**config.mk**
```make
export PLATFORM = sky130hd
export DESIGN_NAME = bayer_video_timing_ctrl
export DESIGN_NICKNAME = d
export VERILOG_FILES = /design/src/rtl/bayer_video_timing_ctrl.sv
export SDC_FILE = /design/constraint.sdc
export NUM_CORES = 1
export LEC_CHECK = 0
export CAP_MARGIN = 0
export CORE_MARGIN = 2
export CORE_UTILIZATION = 48
export CTS_BUF_LIST = sky130_fd_sc_hd__clkbuf_8
export CTS_CLUSTER_SIZE = 30
export DETAILED_ROUTE_END_ITERATION = 6
export GPL_TIMING_DRIVEN = 1
export PLACE_DENSITY = 0.79
export SYNTH_ARGS = -nofsm -noshare
export SYNTH_HDL_FRONTEND = slang
export SYNTH_SLANG_ARGS = --single-unit
```
**constraint.sdc**
```tcl
create_clock -name i_clk -period 1.55 [get_ports i_clk]
set_input_delay 0.3875 -clock i_clk [delete_from_list [all_inputs] [get_ports i_clk]]
set_output_delay 0.3875 -clock i_clk [all_outputs]
set_load 0.1 [all_outputs]
```
**src/rtl/bayer_video_timing_ctrl.sv**
```systemverilog
// bayer_video_timing_ctrl
//   Master sequencer for the Bayer-to-RGB stage. It generates the raster
//   timing (h/v counters, active-video strobe, active-low vsync) and pops raw
//   Bayer pixels from an upstream first-word-fall-through FIFO in lock-step
//   with active video. The demosaic stage consumes o_vid_data directly.
//   A FIFO underflow does not stall the raster: the pixel is replaced by 0
//   and a sticky flag is raised until i_clr_err.
//
//   The hsync window is not generated here; downstream logic decodes it
//   from o_hdata.
//
//   Optional build macro BAYER_TPG_EN adds input i_tpg. When i_tpg is
//   sampled high at frame start, the frame carries an h^v test pattern
//   instead of FIFO data, the FIFO is not popped and underflow cannot set.
//
// Ports
//   i_clk         pixel clock, rising edge
//   i_rstn        asynchronous active-low reset
//   i_enable      run request (level)
//   i_fifo_valid  upstream FIFO holds a word
//   i_fifo_data   upstream Bayer pixel
//   i_clr_err     one-cycle pulse, clears o_underflow
//   i_tpg         test-pattern select (BAYER_TPG_EN builds only)
//   o_fifo_rd     FIFO pop (combinational)
//   o_vid_data    pixel to demosaic, aligned with o_vde
//   o_vsync       active-low vsync
//   o_vde         active-video strobe
//   o_hdata       registered h counter
//   o_vdata       registered v counter
//   o_underflow   sticky underflow flag
//   o_busy        sequencer not idle
//
// Counter widths are fixed at 11/10 bits, so HMAX <= 2048 and VMAX <= 1024.
module bayer_video_timing_ctrl #(
  parameter int unsigned DATA_W = 8,
  parameter int unsigned HSIZE  = 1280,
  parameter int unsigned HMAX   = 1650,
  parameter int unsigned VSIZE  = 720,
  parameter int unsigned VFP    = 725,
  parameter int unsigned VSP    = 730,
  parameter int unsigned VMAX   = 750
) (
  input  logic              i_clk,
  input  logic              i_rstn,
  input  logic              i_enable,
  input  logic              i_fifo_valid,
  input  logic [DATA_W-1:0] i_fifo_data,
  input  logic              i_clr_err,
`ifdef BAYER_TPG_EN
  input  logic              i_tpg,
`endif
  output logic              o_fifo_rd,
  output logic [DATA_W-1:0] o_vid_data,
  output logic              o_vsync,
  output logic              o_vde,
  output logic [10:0]       o_hdata,
  output logic [9:0]        o_vdata,
  output logic              o_underflow,
  output logic              o_busy
);

  localparam logic [10:0] HSIZE_C = 11'(HSIZE);
  localparam logic [10:0] HLAST_C = 11'(HMAX - 1);
  localparam logic [9:0]  VSIZE_C = 10'(VSIZE);
  localparam logic [9:0]  VFP_C   = 10'(VFP);
  localparam logic [9:0]  VSP_C   = 10'(VSP);
  localparam logic [9:0]  VLAST_C = 10'(VMAX - 1);

  typedef enum logic [1:0] {ST_IDLE, ST_ARM, ST_RUN, ST_STOP} state_t;

  state_t      state;
  logic [10:0] h, h_nxt;
  logic [9:0]  v, v_nxt;
  logic        running, pix_act, frame_end, tpg_act, underflow_evt;
  logic [DATA_W-1:0] pix_nxt;

  logic [DATA_W-1:0] vid_data_p1;
  logic              vld_p1, vsync_p1, underflow_p1;
  logic [10:0]       hdata_p1;
  logic [9:0]        vdata_p1;

  assign running   = (state == ST_RUN) || (state == ST_STOP);
  assign pix_act   = running && (h < HSIZE_C) && (v < VSIZE_C);
  assign frame_end = (h == HLAST_C) && (v == VLAST_C);

`ifdef BAYER_TPG_EN
  // Pattern select is latched at raster origin; on the origin pixel itself
  // the live input is used so the very first pixel already follows it.
  logic tpg_frame;
  always_ff @(posedge i_clk or negedge i_rstn) begin
    if (!i_rstn)                   tpg_frame <= 1'b0;
    else if (h == '0 && v == '0)   tpg_frame <= i_tpg;
  end
  assign tpg_act = (h == '0 && v == '0) ? i_tpg : tpg_frame;
`else
  assign tpg_act = 1'b0;
`endif

  assign o_fifo_rd     = pix_act && i_fifo_valid && !tpg_act;
  assign underflow_evt = pix_act && !i_fifo_valid && !tpg_act;

  always_comb begin
    h_nxt = h + 11'd1;
    v_nxt = v;
    if (h == HLAST_C) begin
      h_nxt = '0;
      v_nxt = (v == VLAST_C) ? '0 : v + 10'd1;
    end
  end

  always_comb begin
    pix_nxt = '0;
    if (o_fifo_rd) pix_nxt = i_fifo_data;
`ifdef BAYER_TPG_EN
    if (pix_act && tpg_act) pix_nxt = DATA_W'(h[7:0] ^ v[7:0]);
`endif
  end

  // Stage p0: sequencer state and raster counters
  always_ff @(posedge i_clk or negedge i_rstn) begin
    if (!i_rstn) begin
      state <= ST_IDLE;
      h     <= '0;
      v     <= '0;
    end else begin
      case (state)
        ST_IDLE: begin
          h <= '0;
          v <= '0;
          if (i_enable) state <= ST_ARM;
        end
        ST_ARM: begin
          if (!i_enable)         state <= ST_IDLE;
          else if (i_fifo_valid) state <= ST_RUN;
        end
        ST_RUN: begin
          h <= h_nxt;
          v <= v_nxt;
          if (!i_enable) state <= ST_STOP;
        end
        ST_STOP: begin
          h <= h_nxt;
          v <= v_nxt;
          // Re-enable wins; otherwise drain to the end of the current frame.
          if (i_enable)       state <= ST_RUN;
          else if (frame_end) state <= ST_IDLE;
        end
        default: state <= ST_IDLE;
      endcase
    end
  end

  // Stage p1: registered video outputs, one cycle behind the counters
  always_ff @(posedge i_clk or negedge i_rstn) begin
    if (!i_rstn) begin
      vid_data_p1  <= '0;
      vld_p1       <= 1'b0;
      vsync_p1     <= 1'b1;
      hdata_p1     <= '0;
      vdata_p1     <= '0;
      underflow_p1 <= 1'b0;
    end else begin
      vid_data_p1 <= pix_nxt;
      vld_p1      <= pix_act;
      vsync_p1    <= running ? !((v >= VFP_C) && (v < VSP_C)) : 1'b1;
      hdata_p1    <= h;
      vdata_p1    <= v;
      // A new underflow takes priority over a clear in the same cycle.
      if (underflow_evt)  underflow_p1 <= 1'b1;
      else if (i_clr_err) underflow_p1 <= 1'b0;
    end
  end

  assign o_vid_data  = vid_data_p1;
  assign o_vde       = vld_p1;
  assign o_vsync     = vsync_p1;
  assign o_hdata     = hdata_p1;
  assign o_vdata     = vdata_p1;
  assign o_underflow = underflow_p1;
  assign o_busy      = (state != ST_IDLE);

endmodule

```
=== Word level (Yosys, flattened, before mapping) ===
Index checks and enable logic that the tools add are counted.

* Register bits after elaboration: 55
* Bits of input ports: 13
* Output and inout bits: 34
* Logic and storage cells: 57

* Add/subtract/negate cells: 2
* Order comparisons: 4
* Equal/unequal tests: 10
* Multiplexer cells: 16
* Reduce and logical (&&, ||, !) cells: 16

{| class="wikitable"
|+ Operators with widths
! cell !! count
|-
| $pmux W11 S2 || 1
|-
| $lt A10 B10 Y1 const B || 2
|-
| $mux W10 || 2
|-
| $pmux W10 S2 || 1
|-
| $mux W2 || 6
|-
| $add A11 B1 Y11 const B || 1
|-
| $eq A11 B11 Y1 const B || 1
|-
| $lt A11 B11 Y1 const B || 1
|-
| $mux W11 || 1
|-
| $add A10 B1 Y10 const B || 1
|-
| $eq A10 B10 Y1 const B || 1
|-
| $ge A10 B10 Y1 const B || 1
|-
| $mux W8 || 1
|-
| $pmux W2 S4 || 1
|-
| $logic_and A1 B1 Y1 || 6
|-
| $ne A3 B3 Y1 const B || 2
|-
| $reduce_bool A2 Y1 || 3
|-
| $eq A2 B2 Y1 const B || 2
|-
| $ne A2 B2 Y1 const B || 2
|-
| $reduce_and A4 Y1 || 1
|-
| $mux W1 || 3
|-
| $eq A2 B1 Y1 const B || 1
|-
| $logic_not A1 Y1 || 2
|-
| $logic_not A2 Y1 || 1
|-
| 4 further kinds || 4
|}

=== Logic depth before layout (Yosys ltp) ===
Gate-level depths: netlist of the first run.

* Depth in word-level cells: 6
* Depth in mapped cells: 8
* Gate-level depth less buffers: 6

=== Least setup slack after synthesis of the first run ===
OpenSTA, ideal clock, no wires.

* Path kind: register to output
* From: register h[8]
* To: output port o_fifo_rd
* Data arrival time: 1.663 ns
* Slack: -0.501 ns
* Stages on the path, launching flop included: 6
* Path buffers: 1
* Path through: dfrtp_1 -> o21ai_0 -> o2111a_1 -> clkbuf_1 -> nand2_1 -> inv_1

* Cells in the longest elaborated chain, start to end: 4

{| class="wikitable"
|+ RTL lines
! item !! line !! source
|-
| start, declared || 72 || <nowiki>logic [10:0] h, h_nxt;</nowiki>
|-
| start signal, assigned || 137 || <nowiki>h <= h_nxt;</nowiki>
|-
| start signal, assigned || 142 || <nowiki>h <= h_nxt;</nowiki>
|-
| $lt A11 B11 Y1 || 83 || <nowiki>assign pix_act = running && (h < HSIZE_C) && (v < VSIZE_C);</nowiki>
|-
| $logic_and A1 B1 Y1 (2 in a row) || 83 ||
|-
| net pix_act || 74 || <nowiki>logic running, pix_act, frame_end, tpg_act, underflow_evt;</nowiki>
|-
| $logic_and A1 B1 Y1 || 99 || <nowiki>assign o_fifo_rd = pix_act && i_fifo_valid && !tpg_act;</nowiki>
|-
| end, declared || 52 || <nowiki>output logic o_fifo_rd,</nowiki>
|}

The timed path passes the listed nets, and every way through them passes these cells.

=== Final worst setup path of the first run ===
* From: register v[8]
* To: output port o_fifo_rd

* Cells in the longest elaborated chain, start to end: 3

{| class="wikitable"
|+ RTL lines
! item !! line !! source
|-
| start, declared || 73 || <nowiki>logic [9:0] v, v_nxt;</nowiki>
|-
| start signal, assigned || 138 || <nowiki>v <= v_nxt;</nowiki>
|-
| start signal, assigned || 143 || <nowiki>v <= v_nxt;</nowiki>
|-
| $lt A10 B10 Y1 || 83 ||
|-
| $logic_and A1 B1 Y1 || 83 ||
|-
| $logic_and A1 B1 Y1 || 99 ||
|}

No other way between the ends.

==> results.json, run 1 <==
{
  "cts_tree": "built",
  "setup.worst_path.start_class": "flip-flop",
  "cts.sinks": 55,
  "htreeDepth": 2,
  "holdCritPathClass": "in2async",
  "layout_commonest_cell": "dfrtp_1",
  "place_congestion": 0.879,
  "synth_edf_count": 0,
  "clock_skew_ns": 0.00634,
  "status": "complete, but fails checks",
  "num_rows": 25,
  "syn-num-nets": 222,
  "drtAntennaViolNets": 0,
  "pin_count": 47,
  "die_y_um": 73.2,
  "design.die.area_mm2": 0.00536,
  "place_area_mm2": 0.00343,
  "cp_data_required_time_ns": 1.16,
  "regArea_mm2": 0.00138,
  "maxCapViolCount": 0,
  "syn_area_mm2": 0.00230,
  "cp-startpoint": "v[8]$_DFFE_PN0P_",
  "fin_crit_sh": 1.31,
  "switchingPower_uw": 612,
  "synth.distinct_cells": 42,
  "hold_viol": 0,
  "via_per_inst": 6.18,
  "cp-end-kind": "output port",
  "critPathCapture": "o_fifo_rd",
  "r2r-start": "v[1]$_DFFE_PN0P_",
  "p_int_uw": 1850,
  "holdBufCountCts": 0,
  "multi_input_area_mm2": 0.00106,
  "cts_buffer_depth": 2,
  "port_buffers": 46,
  "grt_pass1_vias": 2181,
  "initial_core_util": 0.494,
  "dp_hpwl_um": 4030,
  "fmax_mhz": 492,
  "seq_area_frac_synth": 0.599,
  "yosys_warnings": 0,
  "drcViolationCount": 0,
  "power_frac_seq": 0.593,
  "nets": 323,
  "insertion_delay_ns": 0.31,
  "overflow": 0,
  "drt_wl_total_um": 7310,
  "grt_max_degree": 56,
  "drt_iter0_markers": 294,
  "layout_common_cells": "50 x dfrtp_1, 45 x buf_4, 36 x buf_12",
  "p_leak_uw": 0.00173,
  "layout_setup_ws_ns": -0.484,
  "num-fill-cells": 201,
  "numCtsBuffers": 5,
  "die_w_um": 73.2,
  "fin_hold_ws_ns": 0.0542,
  "area_delta_synth_final_pct": 69.6,
  "arrival_ns": 1.65,
  "cp_max_fo": 2,
  "max_slew.worst_pin.slew_ns": 0.447,
  "syn_inst": 204,
  "drv_slew": 0,
  "wl_per_cell_um": 20.3,
  "pre_cts_ws_ns": -0.228,
  "ir_drop_mv": 0.492,
  "relSlewSlack": 0.702,
  "drt-pass1-iter-count": 6,
  "powerDensity_mw_per_mm2": 630,
  "final_core_utilization": 0.837,
  "antenna_found_initial": 0,
  "async_reset_ff_frac": 1.00,
  "period_needed_ns": 2.03,
  "drive_gt1_frac": 0.487,
  "avgSynthCellArea_um2": 11.3,
  "synth_area_leaders": "dfrtp_1 59%, nand2_1 3.6%, a22o_1 3.0%",
  "final_cell_area_mm2": 0.00390,
  "reg2regPathDepth": 6,
  "switching_share": 0.249,
  "r2r_setup_slack_ns": -0.26,
  "yosys_most_used_dff": "dfrtp_1",
  "finalSetupViolCount": 19,
  "yosysTopAreaCell": "dfrtp_1",
  "clockPowerShare": 0.304,
  "grt.total_usage": 0.262,
  "yosysTopAreaCellShare": 0.587,
  "synth-seq-cells": 55,
  "core_area_mm2": 0.00466,
  "cts-root-buf": "clkbuf_8",
  "path_clk_slew_ns": 0.09,
  "grt_setup_unrepaired": "yes",
  "n_antenna_cell": 0,
  "crit_type": "reg2out",
  "p_comb_frac": 0.102,
  "grt_pass1_wl_um": 10500,
  "vias": 2223,
  "r2r_end": "v[9]$_DFFE_PN0P_",
  "violations": "setup timing"
}
==> layer usage <==
metal,vias up,global-route usage,part of all wire
met4,0,0.113,0.042
met5,-,0,0
met2,152,0.443,0.51
met1,1089,0.310,0.36
met3,43,0.0746,0.081
li1,939,-,-
==> synth_stat cells (3+ instances only) <==
library cell / count
o22ai_1: 5
ha_1: 5
nand2_1: 22
dfrtp_1: 54
o21ai_0: 7
a22o_1: 8
a21o_2: 5
a21oi_1: 6
a31oi_1: 7
nor2_1: 11
inv_1: 11
buf_2: 3
nand3_1: 8
and3_1: 11
a41oi_1: 3
==> worst min-delay path by stage <==
stage / startpoint / end
floorplan: i_rstn / asynchronous set/reset pin
global placement: i_rstn / o_vdata[0]$_DFF_PN0_
detailed placement: i_rstn / o_vdata[0]$_DFF_PN0_
CTS: i_rstn / o_vdata[6]$_DFF_PN0_
global route: i_rstn / o_hdata[1]$_DFF_PN0_
finish: i_rstn / o_hdata[0]$_DFF_PN0_
==> registers in the layout (all words and copies together) (netlist names), named ones only <==
register	count
o_vde	1
o_vdata	10
h	11
o_underflow	1
v	10
state	1
o_hdata	11
o_vid_data	8
o_vsync	1
==> per-stage QoR <==
stage,std cells,TNS (ns),total power (µW)
floorplan,204,-1.34,1600
CTS,354,-1.55,2460
finish,360,-2.82,2460
detailed placement,334,-2.05,1740
global route,360,-4.05,2540
global placement,334,-1.25,1740
==> power by group through the flow <==
stage               sequential, µW  combinational [µW]  clock [µW]
CTS                           1460                 253         747
detailed placement            1490                 253           0
global placement              1490                 248           0
global route                  1460                 265         816
finish                        1460                 251         749
floorplan                     1570                26.8           0
==> timing repair <==
item / CTS / global route
pin swaps: 22 / 22
resized for setup: 36 / 31
cloned: 2 / 0
endpoints found under the setup margin: 19 / 26
setup buffers: 11 / 10
==> area by class of cell <==
cell class / count / share of cell area
sequential: 55 / 0.354
timing repair buffer: 101 / 0.324
multi-input combinational: 131 / 0.271
clock buffer: 5 / 0.0176
tap: 54 / 0.0173
inverter: 11 / 0.0131
clock inverter: 3 / 0.00321
==> critical path: stages (launching register included) <==
cell and delay [ns]:
dfrtp_1 0.41, nand4b_1 0.26, o2111a_2 0.33, nand2_4 0.07
clkinvlp_4 0.09, buf_12 0.17
==> logic make-up (layout without fill, tap and decap cells) <==
family | after synthesis | after routing | synth area share
adder cells (fa/ha/maj) | 5 | 5 | 0.0272
XOR/XNOR | 2 | 2 | 0.00761
AND/OR/NAND/NOR | 73 | 73 | 0.168
flip-flops | 55 | 55 | 0.599
buffers and inverters | 19 | 120 | 0.0408
AO/OA/AOI/OAI | 50 | 51 | 0.158
No activity file was read; power rests on OpenSTA's default activity.
==> run 2, diff against run 1 <==
--- a/config.mk
+++ b/config.mk
@@ -6,8 +6,10 @@
 export NUM_CORES = 1
 export LEC_CHECK = 0
 export CAP_MARGIN = 0
+export CELL_PAD_IN_SITES_DETAIL_PLACEMENT = 1
+export CELL_PAD_IN_SITES_GLOBAL_PLACEMENT = 2
 export CORE_MARGIN = 2
-export CORE_UTILIZATION = 48
+export CORE_UTILIZATION = 31
 export CTS_BUF_LIST = sky130_fd_sc_hd__clkbuf_8
 export CTS_CLUSTER_SIZE = 30
 export DETAILED_ROUTE_END_ITERATION = 6
==> results.json, run 2 (same netlist as run 1, synthesis figures left out) <==
{
  "initial_core_util": 0.319,
  "wl_per_cell_um": 18.9,
  "core_area_mm2": 0.00721,
  "regArea_mm2": 0.00138,
  "hold_viol": 0,
  "place_congestion": 0.826,
  "setup.worst_path.start_class": "flip-flop",
  "power_frac_seq": 0.536,
  "cts_buffer_depth": 2,
  "numCtsBuffers": 5,
  "drt-pass1-iter-count": 4,
  "dpl.cell_count": 383,
  "drv_slew": 0,
  "drive_gt1_frac": 0.525,
  "status": "complete, but fails checks",
  "grt_setup_unrepaired": "yes",
  "cts_tree": "built",
  "reg2regPathDepth": 7,
  "layout_setup_ws_ns": -0.409,
  "fin_setup_tns_ns": -4.52,
  "clock_skew_ns": 0.00897,
  "overflow": 0,
  "n_antenna_cell": 0,
  "antenna_found_initial": 0,
  "drt_wl_total_um": 7810,
  "vias": 2116,
  "multi_input_area_mm2": 0.00111,
  "ir_drop_mv": 0.297,
  "p_leak_uw": 0.00188,
  "relSlewSlack": 0.722,
  "crit_type": "reg2out",
  "cts.sinks": 55,
  "cp_max_fo": 2,
  "final_cell_area_mm2": 0.00413,
  "power.total_uw": 2730,
  "grt_pass1_vias": 2246,
  "cts-root-buf": "clkbuf_8",
  "p_int_uw": 2070,
  "drcViolationCount": 0,
  "p_comb_frac": 0.093,
  "num-fill-cells": 727,
  "die_y_um": 90.2,
  "pre_cts_ws_ns": -0.234,
  "fin_crit_sh": 1.26,
  "arrival_ns": 1.57,
  "via_per_inst": 5.12,
  "finalNonFillerCells": 413,
  "violations": "setup timing",
  "area_delta_synth_final_pct": 79.3,
  "finalSetupViolCount": 25,
  "cp-end-kind": "output port",
  "cp_data_required_time_ns": 1.16,
  "die_w_um": 90.2,
  "dp_hpwl_um": 4520,
  "maxCapViolCount": 0,
  "grt.total_usage": 0.179,
  "drtAntennaViolNets": 0,
  "layout_common_cells": "52 x dfrtp_1, 45 x buf_4, 35 x buf_12",
  "period_needed_ns": 1.96,
  "layout_commonest_cell": "dfrtp_1",
  "powerDensity_mw_per_mm2": 661,
  "drt_iter0_markers": 73,
  "nets": 331,
  "switchingPower_uw": 659,
  "htreeDepth": 2,
  "holdCritPathClass": "in2async",
  "pin_count": 47,
  "grt_pass1_wl_um": 11700,
  "place_area_mm2": 0.00352,
  "design.die.area_mm2": 0.00813,
  "grt_max_degree": 56,
  "max_slew.worst_pin.slew_ns": 0.416,
  "clockPowerShare": 0.371,
  "port_buffers": 46,
  "switching_share": 0.242,
  "insertion_delay_ns": 0.32,
  "fmax_mhz": 510,
  "num_rows": 31,
  "path_clk_slew_ns": 0.10
}
run 2: power by group through the flow:
stage	Sequential (µW)	Combinational [µW]	Clock, µW
2_1_floorplan	1570	26.8	0
3_3_place_gp	1490	248	0
3_5_place_dp	1490	253	0
4_1_cts	1460	255	1020
5_1_grt	1460	265	1100
6_report	1460	252	1010
run 2: final timing paths:
kind | startpoint | end | slack, ns
max in group asynchronous | i_rstn | o_vsync$_DFF_PN1_ | 1.19
hold reg to reg | v[7]$_DFFE_PN0P_ | o_vdata[7]$_DFF_PN0_ | 0.53
min in group i_clk | v[7]$_DFFE_PN0P_ | o_vdata[7]$_DFF_PN0_ | 0.53
hold / removal | i_rstn | o_hdata[0]$_DFF_PN0_ | 0.02
setup reg to reg | v[1]$_DFFE_PN0P_ | v[9]$_DFFE_PN0P_ | -0.30
setup / recovery | v[8]$_DFFE_PN0P_ | o_fifo_rd | -0.41
run 2: per-stage QoR:
step | utilization | hold slack [ns]
finish | 0.572 | 0.0248
global route | 0.572 | 0.0662
CTS | 0.544 | 0.0744
detailed placement | 0.487 | 0.414
global placement | 0.487 | 0.412
floorplan | - | 0.0919
run 2: routing by layer:
layer	global-route usage	wire length (µm)
met5	0	0
met4	0.0385	218
met3	0.0444	254
met2	0.331	4190
met1	0.209	3150
run 2: final cells by class:
class,count,area share
sequential,55,0.335
timing repair buffer,109,0.327
multi-input combinational,131,0.268
tap,99,0.0300
clock buffer,6,0.0200
inverter,11,0.0118
clock inverter,2,0.00849
run 2: critical path: stages (launching register included):
cell and delay [ns]:
dfrtp_1 0.38, nand4b_1 0.22, o2111a_2 0.32, nand2_4 0.07
clkinvlp_4 0.09, buf_12 0.17
run 2: repair_timing:
| action | CTS | global route |
|---|---|---|
| pin swaps | 23 | 20 |
| hold buffers | 0 | 0 |
| resized for setup | 52 | 34 |
| setup endpoints to repair | 25 | 32 |
| setup buffers | 15 | 12 |
| gates cloned | 2 | 0 |
==> run 3, diff against run 2 <==
--- a/config.mk
+++ b/config.mk
@@ -5,6 +5,7 @@
 export SDC_FILE = /design/constraint.sdc
 export NUM_CORES = 1
 export LEC_CHECK = 0
+export ABC_AREA = 0
 export CAP_MARGIN = 0
 export CELL_PAD_IN_SITES_DETAIL_PLACEMENT = 1
 export CELL_PAD_IN_SITES_GLOBAL_PLACEMENT = 2
==> results of run 3 <==
Same layout as run 2: the final DEF is identical, and so are final timing and power.
